$ cat src/rtl/spi_slave_rx_if.sv
// Received-word handshake between spi_slave_rx and its consumer.
interface spi_slave_rx_if #(
  parameter int DATA_SIZE = 9
);
  logic [DATA_SIZE-1:0] rx_data;
  logic                 rx_valid;
  logic                 rx_ready;

  modport master (
    output rx_data,
    output rx_valid,
    input  rx_ready
  );

  modport slave (
    input  rx_data,
    input  rx_valid,
    output rx_ready
  );
endinterface

$ cat src/rtl/spi_slave_rx.sv
// SPI slave receiver: {dc, data} words out on a valid/ready handshake.
// Define SPI_SLAVE_RX_FIFO_EN for a FIFO_DEPTH-entry output FIFO.
module spi_slave_rx #(
  parameter int DATA_SIZE   = 9,
  parameter int SYNC_STAGES = 2,
  parameter int FIFO_DEPTH  = 4
) (
  input  logic           clk,
  input  logic           rst,
  input  logic           spi_sck,
  input  logic           spi_mosi,
  input  logic           spi_dc,
  input  logic           spi_cs,
  spi_slave_rx_if.master rx,
  output logic           overflow,
  output logic           frame_err,
  output logic           busy
);
  localparam int SW = DATA_SIZE - 1;
  localparam int CW = $clog2(DATA_SIZE);

  typedef enum logic [1:0] {
    IDLE,
    SHIFT,
    DONE
  } state_e;

  logic [SYNC_STAGES-1:0] sck_sync_q, sck_sync_d;
  logic [SYNC_STAGES-1:0] mosi_sync_q, mosi_sync_d;
  logic [SYNC_STAGES-1:0] dc_sync_q, dc_sync_d;
  logic [SYNC_STAGES-1:0] cs_sync_q, cs_sync_d;
  logic sck_prev_q, sck_prev_d;
  logic cs_prev_q, cs_prev_d;
  logic sck_s, mosi_s, dc_s, cs_act;
  logic sck_rise, cs_rise;

  state_e         state_q, state_d;
  logic [CW-1:0]  cnt_q, cnt_d;
  logic [SW-1:0]  shift_q, shift_d;
  logic           dc_q, dc_d;
  logic           ferr_q, ferr_d;
  logic           ovf_q, ovf_d;
  logic           push;
  logic           pop;
  logic [DATA_SIZE-1:0] word;

  assign sck_s    = sck_sync_q[SYNC_STAGES-1];
  assign mosi_s   = mosi_sync_q[SYNC_STAGES-1];
  assign dc_s     = dc_sync_q[SYNC_STAGES-1];
  assign cs_act   = ~cs_sync_q[SYNC_STAGES-1];
  assign sck_rise = sck_s & ~sck_prev_q;
  assign cs_rise  = cs_act & ~cs_prev_q;
  assign word     = {dc_q, shift_q};

  always_comb begin
    sck_sync_d  = {sck_sync_q[SYNC_STAGES-2:0], spi_sck};
    mosi_sync_d = {mosi_sync_q[SYNC_STAGES-2:0], spi_mosi};
    dc_sync_d   = {dc_sync_q[SYNC_STAGES-2:0], spi_dc};
    cs_sync_d   = {cs_sync_q[SYNC_STAGES-2:0], spi_cs};
    sck_prev_d  = sck_s;
    cs_prev_d   = cs_act;
  end

  always_comb begin
    state_d = state_q;
    cnt_d   = cnt_q;
    shift_d = shift_q;
    dc_d    = dc_q;
    ferr_d  = 1'b0;
    push    = 1'b0;
    unique case (state_q)
      IDLE: begin
        if (cs_rise) begin
          state_d = SHIFT;
          cnt_d   = '0;
          shift_d = '0;
        end
      end
      SHIFT: begin
        if (!cs_act) begin
          ferr_d  = (cnt_q != '0);
          state_d = IDLE;
        end else if (sck_rise) begin
          shift_d = {shift_q[SW-2:0], mosi_s};
          cnt_d   = cnt_q + 1'b1;
          if (cnt_q == CW'(SW - 1)) begin
            dc_d    = dc_s;
            state_d = DONE;
          end
        end
      end
      DONE: begin
        push = 1'b1;
        if (cs_act) begin
          state_d = SHIFT;
          cnt_d   = '0;
          shift_d = '0;
        end else begin
          state_d = IDLE;
        end
      end
      default: state_d = IDLE;
    endcase
  end

  // cs_prev resets high so a CS already low at reset release is not a start
  always_ff @(posedge clk or posedge rst) begin
    if (rst) begin
      sck_sync_q  <= '0;
      mosi_sync_q <= '0;
      dc_sync_q   <= '0;
      cs_sync_q   <= '0;
      sck_prev_q  <= 1'b0;
      cs_prev_q   <= 1'b1;
      state_q     <= IDLE;
      cnt_q       <= '0;
      shift_q     <= '0;
      dc_q        <= 1'b0;
      ferr_q      <= 1'b0;
    end else begin
      sck_sync_q  <= sck_sync_d;
      mosi_sync_q <= mosi_sync_d;
      dc_sync_q   <= dc_sync_d;
      cs_sync_q   <= cs_sync_d;
      sck_prev_q  <= sck_prev_d;
      cs_prev_q   <= cs_prev_d;
      state_q     <= state_d;
      cnt_q       <= cnt_d;
      shift_q     <= shift_d;
      dc_q        <= dc_d;
      ferr_q      <= ferr_d;
    end
  end

  assign busy      = (state_q == SHIFT);
  assign frame_err = ferr_q;
  assign overflow  = ovf_q;

`ifdef SPI_SLAVE_RX_FIFO_EN
  localparam int PW = $clog2(FIFO_DEPTH);
  localparam int NW = $clog2(FIFO_DEPTH + 1);

  logic [DATA_SIZE-1:0] mem_q [FIFO_DEPTH];
  logic [DATA_SIZE-1:0] mem_d [FIFO_DEPTH];
  logic [PW-1:0] wr_q, wr_d;
  logic [PW-1:0] rd_q, rd_d;
  logic [NW-1:0] fcnt_q, fcnt_d;
  logic          push_ok;

  assign pop = (fcnt_q != '0) & rx.rx_ready;

  always_comb begin
    mem_d   = mem_q;
    wr_d    = wr_q;
    rd_d    = rd_q;
    fcnt_d  = fcnt_q;
    ovf_d   = 1'b0;
    push_ok = 1'b0;
    if (pop) rd_d = rd_q + 1'b1;
    if (push) begin
      if (fcnt_q != NW'(FIFO_DEPTH) || pop) begin
        push_ok     = 1'b1;
        mem_d[wr_q] = word;
        wr_d        = wr_q + 1'b1;
      end else begin
        ovf_d = 1'b1;
      end
    end
    unique case ({push_ok, pop})
      2'b10:   fcnt_d = fcnt_q + 1'b1;
      2'b01:   fcnt_d = fcnt_q - 1'b1;
      default: fcnt_d = fcnt_q;
    endcase
  end

  always_ff @(posedge clk or posedge rst) begin
    if (rst) begin
      for (int i = 0; i < FIFO_DEPTH; i++) mem_q[i] <= '0;
      wr_q   <= '0;
      rd_q   <= '0;
      fcnt_q <= '0;
      ovf_q  <= 1'b0;
    end else begin
      mem_q  <= mem_d;
      wr_q   <= wr_d;
      rd_q   <= rd_d;
      fcnt_q <= fcnt_d;
      ovf_q  <= ovf_d;
    end
  end

  assign rx.rx_data  = mem_q[rd_q];
  assign rx.rx_valid = (fcnt_q != '0);
`else
  logic [DATA_SIZE-1:0] hold_q, hold_d;
  logic                 vld_q, vld_d;
  logic                 unused_depth;

  assign unused_depth = (FIFO_DEPTH > 0);
  assign pop = vld_q & rx.rx_ready;

  always_comb begin
    hold_d = hold_q;
    vld_d  = vld_q;
    ovf_d  = 1'b0;
    if (pop) vld_d = 1'b0;
    if (push) begin
      if (!vld_q || pop) begin
        hold_d = word;
        vld_d  = 1'b1;
      end else begin
        ovf_d = 1'b1;
      end
    end
  end

  always_ff @(posedge clk or posedge rst) begin
    if (rst) begin
      hold_q <= '0;
      vld_q  <= 1'b0;
      ovf_q  <= 1'b0;
    end else begin
      hold_q <= hold_d;
      vld_q  <= vld_d;
      ovf_q  <= ovf_d;
    end
  end

  assign rx.rx_data  = hold_q;
  assign rx.rx_valid = vld_q;
`endif
endmodule

$ cat src/flat_wrapper.sv
// flat-port wrapper written by rule: the top's interface ports become plain ports
module spi_slave_rx_flat 
#(
  parameter int DATA_SIZE   = 9,
  parameter int SYNC_STAGES = 2,
  parameter int FIFO_DEPTH  = 4
)
  (clk, rst, spi_sck, spi_mosi, spi_dc, spi_cs, overflow, frame_err, busy, rx_rx_data, rx_rx_valid, rx_rx_ready);
  spi_slave_rx_if #(.DATA_SIZE(DATA_SIZE)) rx_i ();
  input  logic clk;
  input  logic rst;
  input  logic spi_sck;
  input  logic spi_mosi;
  input  logic spi_dc;
  input  logic spi_cs;
  output logic overflow;
  output logic frame_err;
  output logic busy;
  output wire logic [$bits(rx_i.rx_data)-1:0] rx_rx_data;
  output wire logic [$bits(rx_i.rx_valid)-1:0] rx_rx_valid;
  input wire logic [$bits(rx_i.rx_ready)-1:0] rx_rx_ready;
  assign rx_rx_data = rx_i.rx_data;
  assign rx_rx_valid = rx_i.rx_valid;
  assign rx_i.rx_ready = rx_rx_ready;
  spi_slave_rx #(.DATA_SIZE(DATA_SIZE), .SYNC_STAGES(SYNC_STAGES), .FIFO_DEPTH(FIFO_DEPTH)) u_core (.clk(clk), .rst(rst), .spi_sck(spi_sck), .spi_mosi(spi_mosi), .spi_dc(spi_dc), .spi_cs(spi_cs), .rx(rx_i), .overflow(overflow), .frame_err(frame_err), .busy(busy));
endmodule
$ cat config.mk
export PLATFORM = sky130hd
export DESIGN_NAME = spi_slave_rx_flat
export DESIGN_NICKNAME = d
export VERILOG_FILES = /design/src/rtl/spi_slave_rx_if.sv /design/src/rtl/spi_slave_rx.sv /design/src/flat_wrapper.sv
export SDC_FILE = /design/constraint.sdc
export NUM_CORES = 1
export LEC_CHECK = 0
export BUFFER_PORTS_ARGS = -buffer_cell sky130_fd_sc_hd__buf_4
export CORE_MARGIN = 5
export CORE_UTILIZATION = 36
export CTS_CLUSTER_SIZE = 14
export DETAILED_ROUTE_END_ITERATION = 7
export HOLD_SLACK_MARGIN = 0.03
export PLACE_DENSITY = 0.58
export SLEW_MARGIN = 20
export SYNTH_ARGS = -nofsm -noshare
export SYNTH_HDL_FRONTEND = slang
export SYNTH_SLANG_ARGS = --single-unit
$ cat constraint.sdc
create_clock -name clk -period 1.5 [get_ports clk]
set_clock_uncertainty 0.05 [all_clocks]
set_input_delay 0.15 -clock clk [delete_from_list [all_inputs] [get_ports clk]]
set_output_delay 0.15 -clock clk [all_outputs]
set_load 0.02 [all_outputs]
==> impl_metrics.yaml, run 1 <==
outcome:
  outcome: "finished clean"
clock_tree:
  cts.sink_count: 37
  clk_latency_ns: 0.29
  cts_tree: "yes"
  numCtsBuffers: 5
  clk_pin_slew_ns: 0.07
  ctsRootBufferMaster: "clkbuf_8"
  clockBufferDepth: 2
  cts.htree.levels: 2
worst_setup_path:
  critPathMaxFanout: 3
  worst_setup_path_end_kind: "register"
  worstPathRequired_ns: 1.62
  cp-start-kind: "register"
  crit_type: "reg2reg"
  cp.arrival_ns: 1.60
synth:
  syn_area_per_cell_um2: 13.0
  synthArstFlopShare: 1.00
  synth.cell_area_um2: 1450
  yosysUniqueCellTypes: 30
  ys_seq_elements: 37
  syn_nets: 121
  synth_cells: 112
  ys_warn_count: 0
  ys_seq_area_frac: 0.639
  synth_edf_count: 0
  yosys_most_used_dff: "dfrtp_1"
global_route:
  track_usage: 0.109
  grt_pass1_vias: 975
  antenna_found_initial: 0
  grt_overflow: 0
  grt_max_degree: 38
  grt_pass1_wl_mm: 4.50
floorplan:
  num_io_pins: 20
  core_um2: 3940
  fp.dieH_um: 73.5
  rows: 23
  die_area_um2: 5400
  fp.dieW_um: 73.5
  start_util: 0.368
final_layout:
  final_common_cell: "dfrtp_1"
  nets: 161
  drive_gt1_frac: 0.353
  utilization: 0.480
  n_antenna_cell: 0
  layout_common_cells: "36 x dfrtp_1, 30 x buf_4, 10 x nand2_1, 10 x o21ai_0, 8 x inv_1"
  syn_to_final_growth_pct: 30.3
placement:
  dpl.hpwl_mm: 1.76
  dp_slack_ns: -0.00162
  io_buffers: 19
  gp_congestion: 0.764
power:
  swShare: 0.232
  power_switching_uw: 435
  clkPwrFrac: 0.347
  cellPowerDensity_nw_per_um2: 991
  p_leak_nw: 0.908
  seq_power_share: 0.557
  power_frac_comb: 0.096
  p_int_mw: 1.44
  ir_drop_mv: 0.591
routing:
  drc: 0
  wire_per_inst_um: 12.8
  first_iter_violations: 48
  ant_nets: 0
  vias: 941
  wirelength_mm: 2.61
  via_per_inst: 4.64
  dr.pass1.iters: 4
timing:
  relSlewSlack: 0.694
  worst_slack_ns: 0.0204
  maxSlewViolCount: 0
  setup_violations: 0
  min_period_over_period: 0.986
  worst_slew_pin_slew_ns: 0.459
  hold_viol_final: 0
  rsz0062_at_grt: "true"
  fmax_mhz: 676
  layout_min_cycle_time_ns: 1.48
worst_hold_path:
  holdCritPathClass: "in2reg"
flow_run:
  maxCapViolCount: 0
==> cell families after synthesis <==
| family | synth area share |
|---|---|
| AOI/OAI and AO/OA | 0.107 |
| muxes | 0.0810 |
| and+or+nand+nor | 0.108 |
| adders and majority gates | 0.0172 |
| DFF | 0.639 |
| buffers and inverters | 0.0483 |
==> area by class of cell <==
cell class                 instances  area, um^2
clock buffer                       7        76.3
sequential                        37         927
fill                             365        2050
multi-input combinational         62         474
timing repair buffer              37         307
tap                               50        62.6
inverter                           9        38.8
clock inverter                     1        5.00
==> cell usage after synthesis, types with 2 or more instances <==
library cell  number  area share
dfrtp_1           36        0.62
o21ai_0           11       0.038
nand2_1           10       0.026
inv_1              8       0.021
mux2_2             6       0.047
mux2i_1            5       0.034
nor2_1             5       0.013
o41ai_1            4       0.024
nand2b_1           3       0.013
buf_6              2       0.016
ha_1               2       0.017
nand4_1            2      0.0086
==> path summary, 6_finish.rpt <==
path | startpoint | to | slack [ns] | depth (start not counted)
setup / recovery | u_core.sck_prev_q$_DFF_PP0_ | u_core.dc_q$_DFFE_PP0P_ | 0.02 | 4
hold / removal | rx_rx_ready | u_core.overflow$_DFF_PP0_ | 0.17 | 3
setup reg to reg | u_core.sck_prev_q$_DFF_PP0_ | u_core.dc_q$_DFFE_PP0P_ | 0.02 | 4
hold reg to reg | u_core.mosi_sync_q[0]$_DFF_PP0_ | u_core.mosi_sync_q[1]$_DFF_PP0_ | 0.30 | 0
max in group asynchronous | rst | u_core.cs_prev_q$_DFF_PP1_ | 0.56 | 4
min in group asynchronous | rst | u_core.dc_sync_q[1]$_DFF_PP0_ | 0.49 | 4
==> metrics by stage <==
stage          TNS (ns)  power, mW  hold WS [ns]  cells  area, um^2
2_1_floorplan         0       1.16         0.131    112        1450
3_3_place_gp          0       1.22         0.209    185        1700
3_5_place_dp   -0.00234       1.22         0.211    185        1700
4_1_cts               0       1.90         0.168    199        1850
5_1_grt         -0.0333       1.96         0.169    203        1890
6_report              0       1.87         0.170    203        1890
==> power by group through the flow <==
stage / registers [mW] / clock network [mW] / logic (mW)
after floorplan: 1.06 / 0 / 0.0998
after global placement: 1.06 / 0 / 0.157
after detailed placement: 1.06 / 0 / 0.162
after CTS: 1.04 / 0.676 / 0.178
after global routing: 1.05 / 0.709 / 0.200
final: 1.04 / 0.650 / 0.180
==> registers in the layout, indices dropped and copies added (netlist names), 2 cells and up <==
register            count
u_core.cnt_q            4
u_core.cs_sync_q        2
u_core.dc_sync_q        2
u_core.mosi_sync_q      2
u_core.rx.rx_data       9
u_core.sck_sync_q       2
u_core.shift_q          8
u_core.state_q          2
==> worst max-delay path, stage by stage (launching register included) <==
cell,delay (ns)
dfrtp_1,0.35
and2b_2,0.24
nand4b_1,0.15
nor3_2,0.25
mux2_4,0.33
==> metal layers <==
metal	global-route usage	part of all wire	wire length (um)	up-vias
li1	-	-	-	462
met1	0.134	0.44	1160	456
met2	0.170	0.48	1260	17
met3	0.0424	0.051	134	6
met4	0.0483	0.019	49	0
met5	0	0	0	-
==> repair_timing <==
item                                    CTS  global route
hold buffers                              5             0
endpoints found under the setup margin    6             7
gates resized for setup                   3             5
setup buffers                             1             4
endpoints found under the hold margin    40             0
pin swaps                                 1             3
(Power assumes the default switching activity.)
==> run 2, diff against run 1 <==
--- a/config.mk
+++ b/config.mk
@@ -8,9 +8,9 @@
 export BUFFER_PORTS_ARGS = -buffer_cell sky130_fd_sc_hd__buf_4
 export CORE_MARGIN = 5
-export CORE_UTILIZATION = 36
+export CORE_UTILIZATION = 49
 export CTS_CLUSTER_SIZE = 14
 export DETAILED_ROUTE_END_ITERATION = 7
 export HOLD_SLACK_MARGIN = 0.03
-export PLACE_DENSITY = 0.58
+export PLACE_DENSITY = 0.74
 export SLEW_MARGIN = 20
 export SYNTH_ARGS = -nofsm -noshare
==> constraint.sdc (replaced) <==
create_clock -name clk -period 1.5 [get_ports clk]
set_clock_uncertainty 0.05 [all_clocks]
set_input_delay 0.3 -clock clk [delete_from_list [all_inputs] [get_ports clk]]
set_output_delay 0.3 -clock clk [all_outputs]
set_load 0.02 [all_outputs]
==> run 2 against run 1 <==
Against the previous run: the flow now finishes with violations (negative setup slack); global-route usage grew 5.0 points; hold slack gained 0.12 ns; first-iteration DRC count shrank 50%; clock power shrank 23%; via count grew 6.5%; sequential cell count is the same; maximum frequency shrank 3.7%; critical path type is now reg2out; highest routed layer unchanged.
==> impl_metrics.yaml, run 2 (same netlist as run 1, synthesis figures left out) <==
timing:
  fmax_mhz: 651
  worst_slew_pin_slew_ns: 0.285
  setup_violations: 1
  min_period_over_period: 1.02
  relSlewSlack: 0.808
  layout_min_cycle_time_ns: 1.54
  worst_slack_ns: -0.0372
  hold_viol_final: 0
  maxSlewViolCount: 0
  whs_ns: 0.292
  setup_tns_ns: -0.0372
  rsz0062_at_grt: "true"
routing:
  vias: 1002
  wirelength_mm: 2.88
  ant_nets: 0
  drc: 0
  first_iter_violations: 24
  dr.pass1.iters: 4
  via_per_inst: 5.30
  wire_per_inst_um: 15.2
placement:
  dpl.hpwl_mm: 1.79
  gp_congestion: 0.810
  dp_slack_ns: -0.0798
  io_buffers: 19
  place_inst: 168
worst_setup_path:
  cp-start-kind: "register"
  cp_num_buf_inv: 3
  worst_setup_path_end_kind: "output port"
  critPathMaxFanout: 2
  critical-path-top-delay-family: "flip-flops"
  cp_slowest_cell: "dfrtp_1"
  path_cells: "nand2b_4, clkinv_4, buf_6, buf_6"
  slowest_delay_ns: 0.38
  crit_top_cell: "buf_6"
  rr_startpoint: "u_core.state_q[1]$_DFFE_PP0P_"
  crit_type: "reg2out"
  cp.arrival_ns: 1.19
  crit_start: "u_core.state_q[1]$_DFFE_PP0P_"
  worstPathRequired_ns: 1.15
clock_tree:
  clockBufferDepth: 2
  cts.htree.levels: 2
  cts_tree: "yes"
  clk_pin_slew_ns: 0.11
  numCtsBuffers: 5
  ctsRootBufferMaster: "clkbuf_4"
  clk_latency_ns: 0.35
  cts.sink_count: 37
floorplan:
  num_io_pins: 20
  fp.dieH_um: 64.4
  start_util: 0.517
  fp.dieW_um: 64.4
  rows: 19
  core_um2: 2810
  die_area_um2: 4150
power:
  cellPowerDensity_nw_per_um2: 909
  p_leak_nw: 0.937
  ir_drop_mv: 0.537
global_route:
  grt_overflow: 0
  grt_pass1_vias: 1022
  grt_pass1_wl_mm: 4.90
  track_usage: 0.160
  antenna_found_initial: 0
  grt_max_degree: 38
flow_run:
  maxCapViolCount: 0
final_layout:
  utilization: 0.688
  drive_gt1_frac: 0.411
  nets: 166
  final_common_cell: "dfrtp_1"
  stdcell_count: 189
  n_antenna_cell: 0
  layout_common_cells: "36 x dfrtp_1, 31 x buf_4, 10 x nand2_1"
  largest_reg_flops: 9
  syn_to_final_growth_pct: 33.0
worst_hold_path:
  holdCritPathClass: "in2reg"
  min-delay-start: "rx_rx_ready"
outcome:
  failed_checks: "negative setup slack"
  outcome: "finished with violations"
-- run 2: changes by cell type in the layout (fill, tap and decap cells not counted), moves of 2 or more --
cell	change
buf_6	+3
clkbuf_4	+5
clkbuf_8	-5
o21ai_0	-2
o21ai_2	+2
o41ai_1	-2
o41ai_2	+2
-- run 2: tightest hold or removal path: stages --
cell and delay (ns):
buf_4 0.07, nand2b_1 0.22, nor2_1 0.08
-- run 2: area by class of cell --
type | count | area, um^2
sequential | 37 | 927
fill | 196 | 875
multi-input combinational | 63 | 528
timing repair buffer | 41 | 348
clock buffer | 7 | 45.0
inverter | 9 | 38.8
tap | 31 | 38.8
clock inverter | 1 | 5.00
-- run 2: metrics by stage --
stage	cell area [um^2]	power (mW)
detailed placement	1690	1.22
global placement	1690	1.22
finish	1930	1.75
global route	1930	1.85
CTS	1850	1.75
floorplan	1450	1.16
-- run 2: worst paths after layout --
kind                                                 endpoint  slack, ns  depth (start not counted)
max in group asynchronous          u_core.cs_prev_q$_DFF_PP1_       0.65                          4
min in group asynchronous       u_core.shift_q[2]$_DFFE_PP0P_       0.48                          4
worst min register to register  u_core.dc_sync_q[1]$_DFF_PP0_       0.30                          0
worst max register to register    u_core.cnt_q[2]$_DFFE_PP0P_       0.03                          7
worst min-delay path                u_core.overflow$_DFF_PP0_       0.29                          3
worst max-delay path                                     busy      -0.04                          4
-- run 2: per-layer routing --
layer / share of wire / GRT usage / wire length (um)
met5: 0 / 0 / 0
met4: 0.022 / 0.119 / 62
met3: 0.041 / 0.0415 / 118
met2: 0.52 / 0.258 / 1490
met1: 0.42 / 0.184 / 1200
-- run 2: repair_timing --
item                                    CTS  global route
endpoints found under the setup margin    5            14
hold endpoints to repair                 40             0
hold buffers                              5             0
gates cloned                              0             1
pin swaps                                 1             1
setup buffers                             5             2
gates resized for setup                   6            14
-- run 2: power breakdown --
part	switching [mW]	internal, mW
Sequential	0.0164	1.03
Clock	0.317	0.183
Combinational	0.109	0.104
==> run 3, diff against run 2 <==
Settings changed: CORE_ASPECT_RATIO set to 0.7.
==> run 3 against run 2 <==
Against the previous run: the flow now finishes without violations; maximum frequency is 5.5% higher; critical path depth is 1 lower; global-route usage is 1.3 points lower; design area is 5.0% lower; clock power is 78% higher; critical endpoint unchanged.
==> impl_metrics.yaml, run 3 (same netlist as run 1, synthesis figures left out) <==
floorplan:
  fp.dieW_um: 75.1
  core_um2: 2820
  die_area_um2: 4170
  fp.dieH_um: 55.5
  start_util: 0.514
  rows: 16
  num_io_pins: 20
power:
  p_leak_nw: 0.890
  total_power_mw: 2.10
  ir_drop_mv: 0.718
  cellPowerDensity_nw_per_um2: 1140
clock_tree:
  numCtsBuffers: 5
  clk_pin_slew_ns: 0.07
  cts.sink_count: 37
  clk_latency_ns: 0.29
  ctsRootBufferMaster: "clkbuf_8"
  cts.htree.levels: 2
  cts_tree: "yes"
  clockBufferDepth: 2
routing:
  first_iter_violations: 68
  via_per_inst: 5.15
  dr.pass1.iters: 4
  vias: 938
  drc: 0
  wirelength_mm: 2.66
  wire_per_inst_um: 14.6
  ant_nets: 0
flow_run:
  maxCapViolCount: 0
final_layout:
  final_common_cell: "dfrtp_1"
  drive_gt1_frac: 0.356
  layout_common_cells: "36 x dfrtp_1, 28 x buf_4, 11 x o21ai_0"
  syn_to_final_growth_pct: 26.4
  n_antenna_cell: 0
  fillers: 222
  nets: 154
  postLayoutCellArea_um2: 1830
  largest_reg_flops: 9
  stdcell_count: 182
  utilization: 0.650
timing:
  worst_slack_ns: 0.0431
  setup_violations: 0
  layout_min_cycle_time_ns: 1.46
  setup_tns_ns: 0
  whs_ns: 0.0607
  hold_viol_final: 0
  worst_slew_pin_slew_ns: 0.392
  maxSlewViolCount: 0
  min_period_over_period: 0.971
  relSlewSlack: 0.739
  fmax_mhz: 686
worst_setup_path:
  r2r_slack_ns: 0.09
  worstPathRequired_ns: 1.15
  cp-start-kind: "register"
  cp.arrival_ns: 1.11
  slowest_delay_ns: 0.40
  crit_type: "reg2out"
  path_cells: "nand2b_4, inv_8, buf_4"
  worst_setup_path_end_kind: "output port"
  cp_slowest_cell: "dfrtp_1"
  critPathMaxFanout: 9
global_route:
  grt_max_degree: 16
  grt_overflow: 0
  grt_pass1_wl_mm: 4.51
  grt_pass1_vias: 1002
  antenna_found_initial: 0
  track_usage: 0.146
placement:
  dpl.hpwl_mm: 1.85
  io_buffers: 19
  gp_congestion: 0.852
  dp_slack_ns: -0.0336
  place_inst: 170
  postPlaceCellArea_um2: 1660
worst_hold_path:
  holdCritPathClass: "in2reg"
outcome:
  outcome: "finished clean"
-- run 3: cell types whose count changed in the layout (fill, tap and decap cells not counted), sizes merged --
| cell | change |
|---|---|
| dlygate4sd3 | -4 |
| buf | -7 |
| inv | +1 |
| bufinv | +1 |
| nand2b | -1 |
| clkbuf | -1 |
| clkinvlp | +1 |
| clkinv | -2 |
-- run 3: final timing paths --
path / from / to / depth (start not counted)
max reg2reg: u_core.sck_sync_q[1]$_DFF_PP0_ / u_core.shift_q[5]$_DFFE_PP0P_ / 6
min in group asynchronous: rst / u_core.cs_sync_q[1]$_DFF_PP0_ / 3
max in group asynchronous: rst / u_core.shift_q[6]$_DFFE_PP0P_ / 4
min: spi_mosi / u_core.mosi_sync_q[0]$_DFF_PP0_ / 1
min reg2reg: u_core.cs_sync_q[0]$_DFF_PP0_ / u_core.cs_sync_q[1]$_DFF_PP0_ / 0
max: u_core.state_q[1]$_DFFE_PP0P_ / busy / 3
-- run 3: final cells by class --
type | instances | area [um^2] | share of cell area
flip-flops and latches | 37 | 927 | 0.505
multi-input cells | 62 | 469 | 0.256
well taps | 36 | 45.0 | 0.0246
repair buffers | 30 | 231 | 0.126
clock buffers | 6 | 82.6 | 0.0450
inverters | 9 | 41.3 | 0.0225
clock inverters | 2 | 37.5 | 0.0205
-- run 3: critical path: cells and delay by family, from the launching register on --
kind,cells,cell delay [ns]
and+or+nand+nor,1,0.18
DFF,1,0.40
buffers and inverters,2,0.24
-- run 3: layer usage --
metal,up-vias,part of all wire,GRT usage
met2,22,0.49,0.230
met3,7,0.060,0.0507
met4,0,0.019,0.0761
li1,447,-,-
met1,462,0.43,0.175
met5,-,0,0
-- run 3: power breakdown --
| group | switching, mW | internal (mW) |
|---|---|---|
| Sequential | 0.0160 | 1.03 |
| Combinational | 0.0954 | 0.0718 |
| Clock | 0.348 | 0.540 |
-- run 3: repair_timing --
item	CTS	global route
hold endpoints to repair	8	0
hold buffers	1	0
pin swaps	0	1
resized for setup	3	3
setup buffers	0	3
endpoints found under the setup margin	5	3
